**config.mk**
```make
export PLATFORM = sky130hd
export DESIGN_NAME = interleave_counter_bank
export DESIGN_NICKNAME = d
export VERILOG_FILES = /design/src/rtl/interleave_counter_bank_pkg.sv /design/src/rtl/interleave_counter_bank_chan.sv /design/src/rtl/interleave_counter_bank.sv
export SDC_FILE = /design/constraint.sdc
export NUM_CORES = 1
export LEC_CHECK = 0
export BUFFER_PORTS_ARGS = -buffer_cell sky130_fd_sc_hd__buf_2
export CAP_MARGIN = 20
export CORE_AREA = 2 2 69 71
export DETAILED_ROUTE_END_ITERATION = 8
export DIE_AREA = 0 0 71 73
export GPL_TIMING_DRIVEN = 0
export PLACE_DENSITY = 0.85
export SYNTH_ARGS = -nofsm -noshare
export SYNTH_HDL_FRONTEND = slang
export SYNTH_SLANG_ARGS = --single-unit
```
**constraint.sdc**
```tcl
create_clock -name clk -period 4.6 [get_ports clk]
set_input_delay 0.23 -clock clk [delete_from_list [all_inputs] [get_ports clk]]
set_output_delay 0.23 -clock clk [all_outputs]
set_load 0.05 [all_outputs]
```
**src/rtl/interleave_counter_bank_pkg.sv**
```systemverilog
// Shared types and helpers for the interleave counter bank.
// Optional status logic is enabled with `define INTERLEAVE_CTR_BANK_STATUS_EN.
package interleave_pkg;

    // Per-channel operation after priority resolution.
    typedef enum logic [1:0] {
        HOLD = 2'd0,
        LOAD = 2'd1,
        INC  = 2'd2,
        DEC  = 2'd3
    } ctr_op_e;

    // 64-bit constants. Users slice them to the counter width, so widths up to 64 are supported.
    localparam logic [63:0] CTR_ZERO_64 = 64'd0;
    localparam logic [63:0] CTR_ONE_64  = 64'd1;
    localparam logic [63:0] CTR_MAX_64  = {64{1'b1}};

    // Load wins. Increment and decrement cancel each other out.
    function automatic ctr_op_e ctr_decode_op(input logic load, input logic incr, input logic decr);
        if (load) begin
            return LOAD;
        end else if (incr && !decr) begin
            return INC;
        end else if (decr && !incr) begin
            return DEC;
        end
        return HOLD;
    endfunction

endpackage

```
**src/rtl/interleave_counter_bank_chan.sv**
```systemverilog
// One channel of the interleave counter bank.
// The channel contains the counter register, the next-value logic, and the registered
// zero, threshold and wrap flags. The flags are derived from the next count, so they
// always line up with the count that is presented in the same cycle.
// Build option: `define INTERLEAVE_CTR_BANK_STATUS_EN adds status_clr and wrap_err.
module interleave_counter_bank_chan
    import interleave_pkg::*;
#(
    parameter int                 C_WIDTH    = 4,
    parameter logic [C_WIDTH-1:0] C_INIT     = '0,
    parameter int                 C_SATURATE = 0
) (
    input  logic               clk,
    input  logic               rst_n,
    input  logic               clken,
    input  logic               load,
    input  logic               incr,
    input  logic               decr,
    input  logic [C_WIDTH-1:0] load_value,
    input  logic [C_WIDTH-1:0] thresh,
`ifdef INTERLEAVE_CTR_BANK_STATUS_EN
    input  logic               status_clr,
    output logic               wrap_err,
`endif
    output logic [C_WIDTH-1:0] count,
    output logic               is_zero,
    output logic               at_thresh,
    output logic               zero_next
);

    localparam logic [C_WIDTH-1:0] ZERO_V = CTR_ZERO_64[C_WIDTH-1:0];
    localparam logic [C_WIDTH-1:0] ONE_V  = CTR_ONE_64[C_WIDTH-1:0];
    localparam logic [C_WIDTH-1:0] MAX_V  = CTR_MAX_64[C_WIDTH-1:0];

    logic [C_WIDTH-1:0] count_q, count_d;
    logic               is_zero_q, at_thresh_q;
    logic               wrap_hit;
    ctr_op_e            op;

    assign op = ctr_decode_op(load, incr, decr);

    // Next count. A range-limit crossing is flagged whether the counter wraps or clamps.
    always_comb begin
        count_d  = count_q;
        wrap_hit = 1'b0;
        if (clken) begin
            case (op)
                LOAD: count_d = load_value;
                INC: begin
                    wrap_hit = (count_q == MAX_V);
                    if (!(wrap_hit && (C_SATURATE != 0))) begin
                        count_d = count_q + ONE_V;
                    end
                end
                DEC: begin
                    wrap_hit = (count_q == ZERO_V);
                    if (!(wrap_hit && (C_SATURATE != 0))) begin
                        count_d = count_q - ONE_V;
                    end
                end
                default: count_d = count_q;
            endcase
        end
    end

    // Counter register and the flags that track it. While clken is low, everything holds.
    always_ff @(posedge clk or negedge rst_n) begin
        if (!rst_n) begin
            count_q     <= C_INIT;
            is_zero_q   <= (C_INIT == ZERO_V);
            at_thresh_q <= 1'b0;
        end else if (clken) begin
            count_q     <= count_d;
            is_zero_q   <= (count_d == ZERO_V);
            at_thresh_q <= (count_d >= thresh);
        end
    end

`ifdef INTERLEAVE_CTR_BANK_STATUS_EN
    logic wrap_err_q;

    // Sticky wrap flag. A crossing in the same cycle as a clear leaves the flag set.
    always_ff @(posedge clk or negedge rst_n) begin
        if (!rst_n) begin
            wrap_err_q <= 1'b0;
        end else if (clken) begin
            if (wrap_hit) begin
                wrap_err_q <= 1'b1;
            end else if (status_clr) begin
                wrap_err_q <= 1'b0;
            end
        end
    end

    assign wrap_err = wrap_err_q;
`endif

    assign count     = count_q;
    assign is_zero   = is_zero_q;
    assign at_thresh = at_thresh_q;
    // When clken is low, count_d equals count_q, so this reflects the held flag.
    assign zero_next = (count_d == ZERO_V);

endmodule

```
**src/rtl/interleave_counter_bank.sv**
```systemverilog
// Bank of C_CHANNELS independent up/down counters that share one clock enable.
// The bank adds a registered summary of zero counters: any_zero and the lowest zero index.
// Build option: `define INTERLEAVE_CTR_BANK_STATUS_EN adds status_clr and a sticky wrap_err vector.
module interleave_counter_bank
    import interleave_pkg::*;
#(
    parameter int                 C_WIDTH    = 4,
    parameter int                 C_CHANNELS = 4,
    parameter logic [C_WIDTH-1:0] C_INIT     = '0,
    parameter int                 C_SATURATE = 0,
    localparam int                IDX_W      = (C_CHANNELS > 1) ? $clog2(C_CHANNELS) : 1
) (
    input  logic                          clk,
    input  logic                          rst_n,
    input  logic                          clken,
    input  logic [C_CHANNELS-1:0]         load,
    input  logic [C_CHANNELS-1:0]         incr,
    input  logic [C_CHANNELS-1:0]         decr,
    input  logic [C_CHANNELS*C_WIDTH-1:0] load_value,
    input  logic [C_CHANNELS*C_WIDTH-1:0] thresh,
`ifdef INTERLEAVE_CTR_BANK_STATUS_EN
    input  logic                          status_clr,
    output logic [C_CHANNELS-1:0]         wrap_err,
`endif
    output logic [C_CHANNELS*C_WIDTH-1:0] count,
    output logic [C_CHANNELS-1:0]         is_zero,
    output logic [C_CHANNELS-1:0]         at_thresh,
    output logic                          any_zero,
    output logic [IDX_W-1:0]              first_zero_idx
);

    logic [C_CHANNELS-1:0] zero_next;
    logic                  any_zero_q;
    logic [IDX_W-1:0]      first_zero_idx_q, first_zero_idx_d;

    generate
        for (genvar gi = 0; gi < C_CHANNELS; gi++) begin : g_chan
            interleave_counter_bank_chan #(
                .C_WIDTH    (C_WIDTH),
                .C_INIT     (C_INIT),
                .C_SATURATE (C_SATURATE)
            ) u_chan (
                .clk        (clk),
                .rst_n      (rst_n),
                .clken      (clken),
                .load       (load[gi]),
                .incr       (incr[gi]),
                .decr       (decr[gi]),
                .load_value (load_value[gi*C_WIDTH +: C_WIDTH]),
                .thresh     (thresh[gi*C_WIDTH +: C_WIDTH]),
`ifdef INTERLEAVE_CTR_BANK_STATUS_EN
                .status_clr (status_clr),
                .wrap_err   (wrap_err[gi]),
`endif
                .count      (count[gi*C_WIDTH +: C_WIDTH]),
                .is_zero    (is_zero[gi]),
                .at_thresh  (at_thresh[gi]),
                .zero_next  (zero_next[gi])
            );
        end
    endgenerate

    // Priority encoder over the next-cycle zero flags. The downward scan makes the lowest index win.
    always_comb begin
        first_zero_idx_d = '0;
        for (int i = C_CHANNELS - 1; i >= 0; i--) begin
            if (zero_next[i]) begin
                first_zero_idx_d = i[IDX_W-1:0];
            end
        end
    end

    // Registered summary. zero_next already holds when clken is low, so no extra gating is needed.
    always_ff @(posedge clk or negedge rst_n) begin
        if (!rst_n) begin
            any_zero_q       <= (C_INIT == '0);
            first_zero_idx_q <= '0;
        end else begin
            any_zero_q       <= |zero_next;
            first_zero_idx_q <= first_zero_idx_d;
        end
    end

    assign any_zero       = any_zero_q;
    assign first_zero_idx = first_zero_idx_q;

endmodule

```
==> results of run 1 <==
==> Yosys cell counts (2+ instances only) <==
library cell and n:
o22ai_1 5, a211oi_1 4, nand2b_1 7, clkbuf_1 2
nor3_2 2, o31ai_1 2, nand2_1 10, mux2i_1 2
nor2b_1 2, nand3_1 2, a221o_1 2, xnor2_1 3
nor2_1 14, xor2_1 7, a22oi_1 3, inv_1 30
dfstp_2 5, o2bb2ai_1 6, nor3_1 9, buf_1 3
buf_2 2, o41ai_1 3, ha_1 28, a21o_1 10
o21ai_0 10, mux2_2 4, a22o_1 2, buf_4 10
a31oi_1 5, nand3b_1 4, a32oi_1 3, dfrtp_1 22
a21oi_1 23
==> flip-flops by register name (all words and copies together), names as in the netlist <==
name and cells:
first_zero_idx 2, g_chan.u_chan.is_zero 4, g_chan.u_chan.at_thresh 4, g_chan.u_chan.count 16
any_zero 1
==> logic make-up after synthesis <==
family,count (synthesis),share of synthesized area [%]
adder cells (fa/ha/maj),29,15.5
buffers and inverters,49,9.68
flip-flops,27,28.5
multiplexers,7,3.19
AO/OA/AOI/OAI,88,25.4
AND/OR/NAND/NOR,60,14.1
XOR/XNOR,10,3.66
==> worst min-delay path by stage <==
stage / start / to / slack, ns / depth (start not counted)
final: load_value[12] / g_chan[3].u_chan.count[0]$_DFFE_PN0P_ / 0.20 / 3
after global routing: load_value[12] / g_chan[3].u_chan.count[0]$_DFFE_PN0P_ / 0.21 / 3
after CTS: load_value[12] / g_chan[3].u_chan.count[0]$_DFFE_PN0P_ / 0.19 / 3
after detailed placement: rst_n / g_chan[0].u_chan.count[2]$_DFFE_PN0P_ / 0.29 / 1
after global placement: rst_n / g_chan[0].u_chan.count[1]$_DFFE_PN0P_ / 0.28 / 1
after floorplan: rst_n / first_zero_idx[0]$_DFF_PN0_ / -0.07 / 0
==> metrics by stage <==
| stage | setup WS, ns | hold slack, ns | power [mW] |
|---|---|---|---|
| 5_1_grt | 1.57 | 0.205 | 1.23 |
| 2_1_floorplan | 1.96 | -0.0656 | 0.855 |
| 6_report | 1.76 | 0.196 | 1.15 |
| 4_1_cts | 1.81 | 0.187 | 1.15 |
| 3_3_place_gp | 1.66 | 0.284 | 0.985 |
| 3_5_place_dp | 1.52 | 0.295 | 1.01 |
==> metal layers <==
metal | GRT usage (%) | up-vias
li1 | - | 1126
met1 | 29.7 | 1039
met2 | 38.7 | 60
met3 | 2.62 | 6
met4 | 8.18 | 0
met5 | 0 | -
==> critical path, delay by kind of cell <==
kind / cells / cell delay, ns
AOI/OAI and AO/OA: 5 / 0.80
buffers and inverters: 2 / 0.27
and+or+nand+nor: 4 / 0.82
adders and majority gates: 3 / 0.85
==> power by group <==
| part | internal (mW) | total (mW) | switching (mW) |
|---|---|---|---|
| logic | 0.231 | 0.648 | 0.417 |
| clock network | 0.0609 | 0.141 | 0.0798 |
| registers | 0.298 | 0.357 | 0.0589 |
| total | 0.590 | 1.15 | 0.555 |
==> area by class of cell <==
class                           count  area, um^2
Fill cell                         397        1670
Multi-Input combinational cell    194        1480
Sequential cell                    27         682
Timing Repair Buffer               70         355
Inverter                           31         116
Buffer                             18         115
Tap cell                           54        67.6
Clock buffer                        3        41.3
Clock inverter                      1        5.00
==> impl_metrics.env, run 1 <==
export IMPL_reg2reg_slack_ns=2.14
export IMPL_syn_num_nets=346
export IMPL_setup_tns_ns=0
export IMPL_fp_row_count=25
export IMPL_drive_above_1_share_pct=30.5
export IMPL_dp_cells=393
export IMPL_drv_cap=0
export IMPL_drc=0
export IMPL_arrival_ns=2.98
export IMPL_yosys_area_top_type="dfrtp_1"
export IMPL_ys_seq_area_share_pct=28.5
export IMPL_final_antenna_net_count=0
export IMPL_grt_pass1_wl_um=9540
export IMPL_fin_cells=398
export IMPL_fin_util_pct=63.1
export IMPL_cpMostUsedCell="ha_1"
export IMPL_p_leak_nw=1.50
export IMPL_grt_antenna_before_repair=0
export IMPL_critPathMaxStageDelay_ns=0.42
export IMPL_postCtsHoldBufs=1
export IMPL_firstDrtPassIters=4
export IMPL_ys_ff_latch=27
export IMPL_synth_main_ff_cell="dfrtp_1"
export IMPL_min_period_ns=2.84
export IMPL_powerDensity_mw_per_mm2=400
export IMPL_synth_top_area_share_pct=23.0
export IMPL_slew_limit_headroom_pct=57.7
export IMPL_cts_resized=0
export IMPL_synth_edf_count=0
export IMPL_timing_rr_start="g_chan[3].u_chan.count[2]$_DFFE_PN0P_"
export IMPL_max_freq_mhz=353
export IMPL_grt_max_degree=28
export IMPL_hold_viol=0
export IMPL_crit_required_ns=4.74
export IMPL_gr_total_overflow=0
export IMPL_hpwl_um=4410
export IMPL_wl_met2_um=2720
export IMPL_cts_buffers=3
export IMPL_finalSetupViolCount=0
export IMPL_cts_setup_buffers=0
export IMPL_layout_commonest_cell="buf_2"
export IMPL_finalCritPeriodShare_pct=61.7
export IMPL_yosys_warnings=0
export IMPL_wl_per_cell_um=14.1
export IMPL_n_antenna_cell=0
export IMPL_final_cell_mix="buf_2 (71), inv_1 (30), ha_1 (28)"
export IMPL_drv_slew=0
export IMPL_crit_end="g_chan[3].u_chan.at_thresh$_DFFE_PN0P_"
export IMPL_totalWireLength_um=5600
export IMPL_skew_ns=0.00895
export IMPL_tightest_slew_ns=0.634
export IMPL_path_max_fanout=8
export IMPL_synth_async_sr_flop_share_pct=100
export IMPL_track_usage_pct=22.6
export IMPL_die_area_mm2=0.00518
export IMPL_core_area_mm2=0.00454
export IMPL_ios=74
export IMPL_start_util_pct=52.7
export IMPL_nNetsFinal=421
export IMPL_synthTopCellsByArea="dfrtp_1 (23%), ha_1 (15%), dfstp_2 (5.5%)"
export IMPL_placed_cell_area_mm2=0.00281
export IMPL_dieHeight_um=73
export IMPL_critical_path_class="primary input to register"
export IMPL_clk_pin_slew_ns=0.09
export IMPL_grt_pass1_vias=2181
export IMPL_avgSynthCellArea_um2=8.86
export IMPL_num_vias=2231
export IMPL_syn_area_mm2=0.00239
export IMPL_die_x_um=71
export IMPL_rr_worst_depth=10
export IMPL_area_growth_synth_to_final_pct=19.6
export IMPL_maxUsedRoutingLayer="met4"
export IMPL_cts_sinks=27
export IMPL_root_buffer="clkbuf_8"
export IMPL_netlist_cell_type_count=57
export IMPL_cp_start_kind="primary input"
export IMPL_drtIter0Drc=160
export IMPL_clk_latency_ns=0.28
export IMPL_crit_chain="buf_2 -> ha_1 -> buf_4 -> nor3_1 -> ha_1 -> a31oi_1 -> nor2_1 -> nor3_1 -> nor2_1 -> o21ai_0 -> a22o_1 -> ha_1 -> a21oi_1 -> a21oi_1"
export IMPL_gp_congestion=0.805
export IMPL_postSynthCellCount=270
export IMPL_port_buffers=69
export IMPL_startpoint="incr[3]"
export IMPL_cts_htree_levels=1
export IMPL_outcome="finished clean"
export IMPL_rsz0062_at_grt="false"
export IMPL_hp_class="primary input to register"
export IMPL_postLayoutCellArea_mm2=0.00286
export IMPL_end_kind="register"
export IMPL_clk_path_buf_depth=2
export IMPL_met3_wirelength_um=276
export IMPL_via_per_inst=5.61
export IMPL_met1Wirelength_um=2530
export IMPL_cts_tree="done"
export IMPL_peakVddDrop_mv=0.176
export IMPL_slowest_stage="nor3_1"
export IMPL_rr_endpoint="g_chan[3].u_chan.at_thresh$_DFFE_PN0P_"
Power figures use the tool's default switching activity.
==> run 2: changes to the inputs <==
CORE_AREA = 2 2 75 77   (was 2 2 69 71)
DIE_AREA = 0 0 77 79   (was 0 0 71 73)
PLACE_DENSITY = 0.76   (was 0.85)
clock period = 2.37 ns   (was 4.6 ns; I/O delays follow)
==> impl_metrics.env, run 2 (synthesis results as in run 1) <==
export IMPL_min_period_ns=2.44
export IMPL_fin_ws_ns=-0.0679
export IMPL_peakVddDrop_mv=0.407
export IMPL_arrival_ns=2.64
export IMPL_drive_above_1_share_pct=42.4
export IMPL_drtIter0Drc=77
export IMPL_grt_pass1_wl_um=9670
export IMPL_skew_ns=0.00371
export IMPL_n_fill_cell=506
export IMPL_num_vias=2326
export IMPL_grt_max_degree=28
export IMPL_dieHeight_um=79
export IMPL_ios=74
export IMPL_grt_antenna_before_repair=0
export IMPL_cp_start_kind="register"
export IMPL_cts_sinks=27
export IMPL_clk_latency_ns=0.28
export IMPL_drv_slew=0
export IMPL_grt_use_met1_pct=24.1
export IMPL_path_max_fanout=6
export IMPL_busiest_layer="met2"
export IMPL_clk_path_buf_depth=2
export IMPL_start_util_pct=44.8
export IMPL_finalCritPeriodShare_pct=103
export IMPL_critPathMaxStageDelay_ns=0.46
export IMPL_max_freq_mhz=410
export IMPL_grt_util_met2_pct=35.1
export IMPL_fin_cells=428
export IMPL_whs_ns=0.0922
export IMPL_firstDrtPassIters=4
export IMPL_slowest_stage="dfrtp_2"
export IMPL_final_antenna_net_count=0
export IMPL_crit_chain="xor2_1 -> ha_1 -> nor4b_4 -> a221o_1 -> or3b_4 -> a211oi_4 -> nor2_2 -> nor3_2"
export IMPL_finalPower_mw=2.43
export IMPL_rsz0062_at_grt="true"
export IMPL_port_buffers=69
export IMPL_gp_congestion=0.829
export IMPL_n_antenna_cell=0
export IMPL_clk_pin_slew_ns=0.10
export IMPL_cts_htree_levels=1
export IMPL_core_area_mm2=0.00534
export IMPL_failed_checks="setup timing"
export IMPL_root_buffer="clkbuf_8"
export IMPL_hpwl_um=4490
export IMPL_final_cell_mix="buf_2 (70), inv_1 (29), ha_1 (22)"
export IMPL_track_usage_pct=19.4
export IMPL_setup_tns_ns=-0.0993
export IMPL_critical_path_class="register to register"
export IMPL_use_met3_pct=2.73
export IMPL_drv_cap=0
export IMPL_dp_slack_ns=-0.366
export IMPL_slew_limit_headroom_pct=58.2
export IMPL_seq_area_um2=688
export IMPL_area_growth_synth_to_final_pct=35.1
export IMPL_fin_util_pct=60.5
export IMPL_powerDensity_mw_per_mm2=752
export IMPL_fp_row_count=27
export IMPL_drc=0
export IMPL_outcome="finished with violations"
export IMPL_crit_required_ns=2.57
export IMPL_hp_class="primary input to register"
export IMPL_multi_input_area_mm2=0.00172
export IMPL_grt_pass1_vias=2168
export IMPL_die_x_um=77
export IMPL_finalSetupViolCount=2
export IMPL_totalWireLength_um=6400
export IMPL_via_per_inst=5.43
export IMPL_p_leak_nw=1.59
export IMPL_reg2reg_slack_ns=-0.07
export IMPL_cts_buffers=3
export IMPL_placed_cell_area_mm2=0.00286
export IMPL_end_kind="register"
export IMPL_tightest_slew_ns=0.628
export IMPL_wl_per_cell_um=15.0
export IMPL_dp_cells=411
export IMPL_postLayoutCellArea_mm2=0.00323
export IMPL_layout_commonest_cell="buf_2"
export IMPL_gr_total_overflow=0
export IMPL_die_area_mm2=0.00608
export IMPL_nNetsFinal=433
export IMPL_largest_reg_flops=16
export IMPL_cts_tree="done"
export IMPL_hold_viol=0
-- run 2: where the power goes --
group / switching (mW) / internal, mW / total, mW
Clock: 0.157 / 0.121 / 0.278
Sequential: 0.118 / 0.582 / 0.699
Combinational: 0.897 / 0.557 / 1.45
-- run 2: path summary, 6_finish.rpt --
| check | start | depth (start not counted) | end |
|---|---|---|---|
| worst min-delay path | load_value[12] | 3 | g_chan[3].u_chan.count[0]$_DFFE_PN0P_ |
| max in group asynchronous | rst_n | 2 | g_chan[1].u_chan.count[1]$_DFFE_PN0P_ |
| min in group asynchronous | rst_n | 2 | g_chan[3].u_chan.count[0]$_DFFE_PN0P_ |
| worst max-delay path | g_chan[3].u_chan.count[1]$_DFFE_PN0P_ | 8 | first_zero_idx[1]$_DFF_PN0_ |
| worst min register to register | g_chan[3].u_chan.at_thresh$_DFFE_PN0P_ | 2 | g_chan[3].u_chan.at_thresh$_DFFE_PN0P_ |
| worst max register to register | g_chan[3].u_chan.count[1]$_DFFE_PN0P_ | 8 | first_zero_idx[1]$_DFF_PN0_ |
-- run 2: layout make-up --
type / count / share of cell area, %
sequential: 27 / 21.3
multi-input combinational: 194 / 53.1
inverter: 31 / 3.68
timing repair buffer: 82 / 14.1
clock buffer: 4 / 1.39
buffer: 18 / 3.68
tap: 72 / 2.79
-- run 2: repair_timing --
action,4_1_cts,5_1_grt
resized for setup,3,40
cloned,0,0
endpoints found under the setup margin,6,10
setup buffers,0,12
endpoints found under the hold margin,22,0
hold buffers,1,0
pin swaps,2,21
-- run 2: routing by layer --
metal	vias up	part of all wire [%]
li1	1146	-
met1	1109	42
met2	59	52
met3	12	4.0
met4	0	1.6
met5	-	0
-- run 2: critical path: cells and delay by family (launching register included) --
family | cells | cell delay [ns]
xor+xnor | 1 | 0.16
compound gates | 2 | 0.60
simple gates | 4 | 0.83
fa+ha+maj | 1 | 0.31
flops | 1 | 0.46
==> run 3: changes to the inputs <==
CORE_AREA = 10 10 83 85   (was 2 2 75 77)
DIE_AREA = 0 0 93 95   (was 0 0 77 79)
==> impl_metrics.env, run 3 (synthesis results as in run 1) <==
export IMPL_outcome="finished with violations"
export IMPL_failed_checks="setup timing"
export IMPL_cts_tree="done"
export IMPL_cpMostUsedCell="buf_6"
export IMPL_busiest_layer="met2"
export IMPL_firstDrtPassIters=4
export IMPL_cts_htree_levels=1
export IMPL_hpwl_um=4920
export IMPL_cts_buffers=3
export IMPL_skew_ns=0.00339
export IMPL_ios=74
export IMPL_path_max_fanout=6
export IMPL_placed_cell_area_mm2=0.00286
export IMPL_clk_latency_ns=0.28
export IMPL_hold_viol=0
export IMPL_grt_use_met1_pct=16.6
export IMPL_port_buffers=69
export IMPL_peakVddDrop_mv=0.370
export IMPL_drv_cap=0
export IMPL_die_x_um=93
export IMPL_dp_cells=411
export IMPL_final_antenna_net_count=0
export IMPL_grt_pass1_vias=2208
export IMPL_final_cell_mix="buf_2 (70), inv_1 (29), ha_1 (23)"
export IMPL_postLayoutCellArea_mm2=0.00315
export IMPL_gr_total_overflow=0
export IMPL_dieHeight_um=95
export IMPL_max_freq_mhz=403
export IMPL_fin_ws_ns=-0.112
export IMPL_largest_reg_flops=16
export IMPL_via_per_inst=5.31
export IMPL_start_util_pct=44.8
export IMPL_finalCritPeriodShare_pct=105
export IMPL_finalSetupViolCount=3
export IMPL_dp_slack_ns=-0.338
export IMPL_cp_start_kind="primary input"
export IMPL_crit_chain="buf_6 -> inv_4 -> ha_4 -> buf_6 -> nor3_4 -> buf_6 -> ha_4 -> a31oi_1 -> nor2_1 -> nor3_2 -> nor2_1 -> o21ai_1 -> a22o_1 -> ha_1 -> a21oi_2 -> a21oi_2"
export IMPL_gp_congestion=0.824
export IMPL_drive_above_1_share_pct=40.2
export IMPL_p_leak_nw=1.57
export IMPL_totalWireLength_um=6560
export IMPL_critical_path_class="primary input to register"
export IMPL_layout_commonest_cell="buf_2"
export IMPL_num_vias=2255
export IMPL_slowest_stage="nor3_2"
export IMPL_n_antenna_cell=0
export IMPL_drc=0
export IMPL_core_area_mm2=0.00534
export IMPL_end_kind="register"
export IMPL_fp_row_count=27
export IMPL_powerDensity_mw_per_mm2=751
export IMPL_drtIter0Drc=50
export IMPL_arrival_ns=2.64
export IMPL_fin_cells=425
export IMPL_cts_sinks=27
export IMPL_min_period_ns=2.48
export IMPL_critPathMaxStageDelay_ns=0.32
export IMPL_slew_limit_headroom_pct=57.5
export IMPL_track_usage_pct=13.8
export IMPL_root_buffer="clkbuf_8"
export IMPL_whs_ns=0.0847
export IMPL_area_growth_synth_to_final_pct=31.6
export IMPL_grt_max_degree=28
export IMPL_crit_required_ns=2.53
export IMPL_grt_util_met2_pct=24.2
export IMPL_grt_pass1_wl_um=10100
export IMPL_clk_pin_slew_ns=0.10
export IMPL_die_area_mm2=0.00884
export IMPL_nNetsFinal=430
export IMPL_tightest_slew_ns=0.638
export IMPL_clk_path_buf_depth=2
export IMPL_drv_slew=0
export IMPL_use_met3_pct=3.33
export IMPL_rsz0062_at_grt="true"
export IMPL_wl_per_cell_um=15.4
export IMPL_hp_class="primary input to register"
export IMPL_grt_antenna_before_repair=0
run 3: cell count changes in the layout (fill, tap and decap cells not counted), sizes merged:
cell  delta
buf      -3
run 3: final cells by class:
type	count	area [um^2]
Buffer	18	119
Clock buffer	4	45.0
Fill cell	485	2190
Inverter	31	119
Multi-Input combinational cell	194	1660
Sequential cell	27	687
Tap cell	72	90.1
Timing Repair Buffer	79	433
run 3: power breakdown:
part / total [mW] / internal [mW] / leakage, nW / switching (mW)
combinational: 1.40 / 0.530 / 1.24 / 0.866
sequential: 0.696 / 0.581 / 0.312 / 0.115
clock: 0.273 / 0.121 / 0.0228 / 0.153
total: 2.37 / 1.23 / 1.57 / 1.13
run 3: stage by stage:
| step | util, % | setup TNS (ns) | power, mW |
|---|---|---|---|
| after floorplan | - | -0.0166 | 1.67 |
| after global placement | 53.5 | -2.40 | 1.94 |
| after detailed placement | 53.5 | -2.68 | 1.97 |
| after CTS | 54.7 | 0 | 2.25 |
| after global routing | 59.0 | -0.709 | 2.54 |
| final | 59.0 | -0.173 | 2.37 |
run 3: what timing repair did:
action | 4_1_cts | 5_1_grt
buffers inserted | 0 | 9
pin swaps | 1 | 25
setup endpoints to repair | 2 | 10
gates resized for setup | 1 | 36
hold buffers | 1 | 0
hold endpoints to repair | 22 | 0
run 3: final timing paths:
check	from	to	slack [ns]	depth (start not counted)
worst max-delay path	decr[3]	g_chan[3].u_chan.at_thresh$_DFFE_PN0P_	-0.11	16
worst min-delay path	load_value[12]	g_chan[3].u_chan.count[0]$_DFFE_PN0P_	0.08	3
worst max register to register	g_chan[3].u_chan.count[1]$_DFFE_PN0P_	first_zero_idx[0]$_DFF_PN0_	0	8
worst min register to register	g_chan[3].u_chan.at_thresh$_DFFE_PN0P_	g_chan[3].u_chan.at_thresh$_DFFE_PN0P_	0.53	2
max in group asynchronous	rst_n	g_chan[1].u_chan.count[1]$_DFFE_PN0P_	1.52	2
min in group asynchronous	rst_n	g_chan[3].u_chan.count[0]$_DFFE_PN0P_	0.39	2
run 3: per-layer routing:
| layer | part of all wire (%) | up-vias |
|---|---|---|
| li1 | - | 1132 |
| met1 | 44 | 1069 |
| met2 | 51 | 49 |
| met3 | 5.1 | 5 |
| met4 | 0.78 | 0 |
| met5 | 0 | - |
run 3: critical path, delay by kind of cell:
kind            cells  cell delay (ns)
buf+inv             4             0.42
fa+ha+maj           3             0.63
compound gates      5             0.76
simple gates        4             0.72
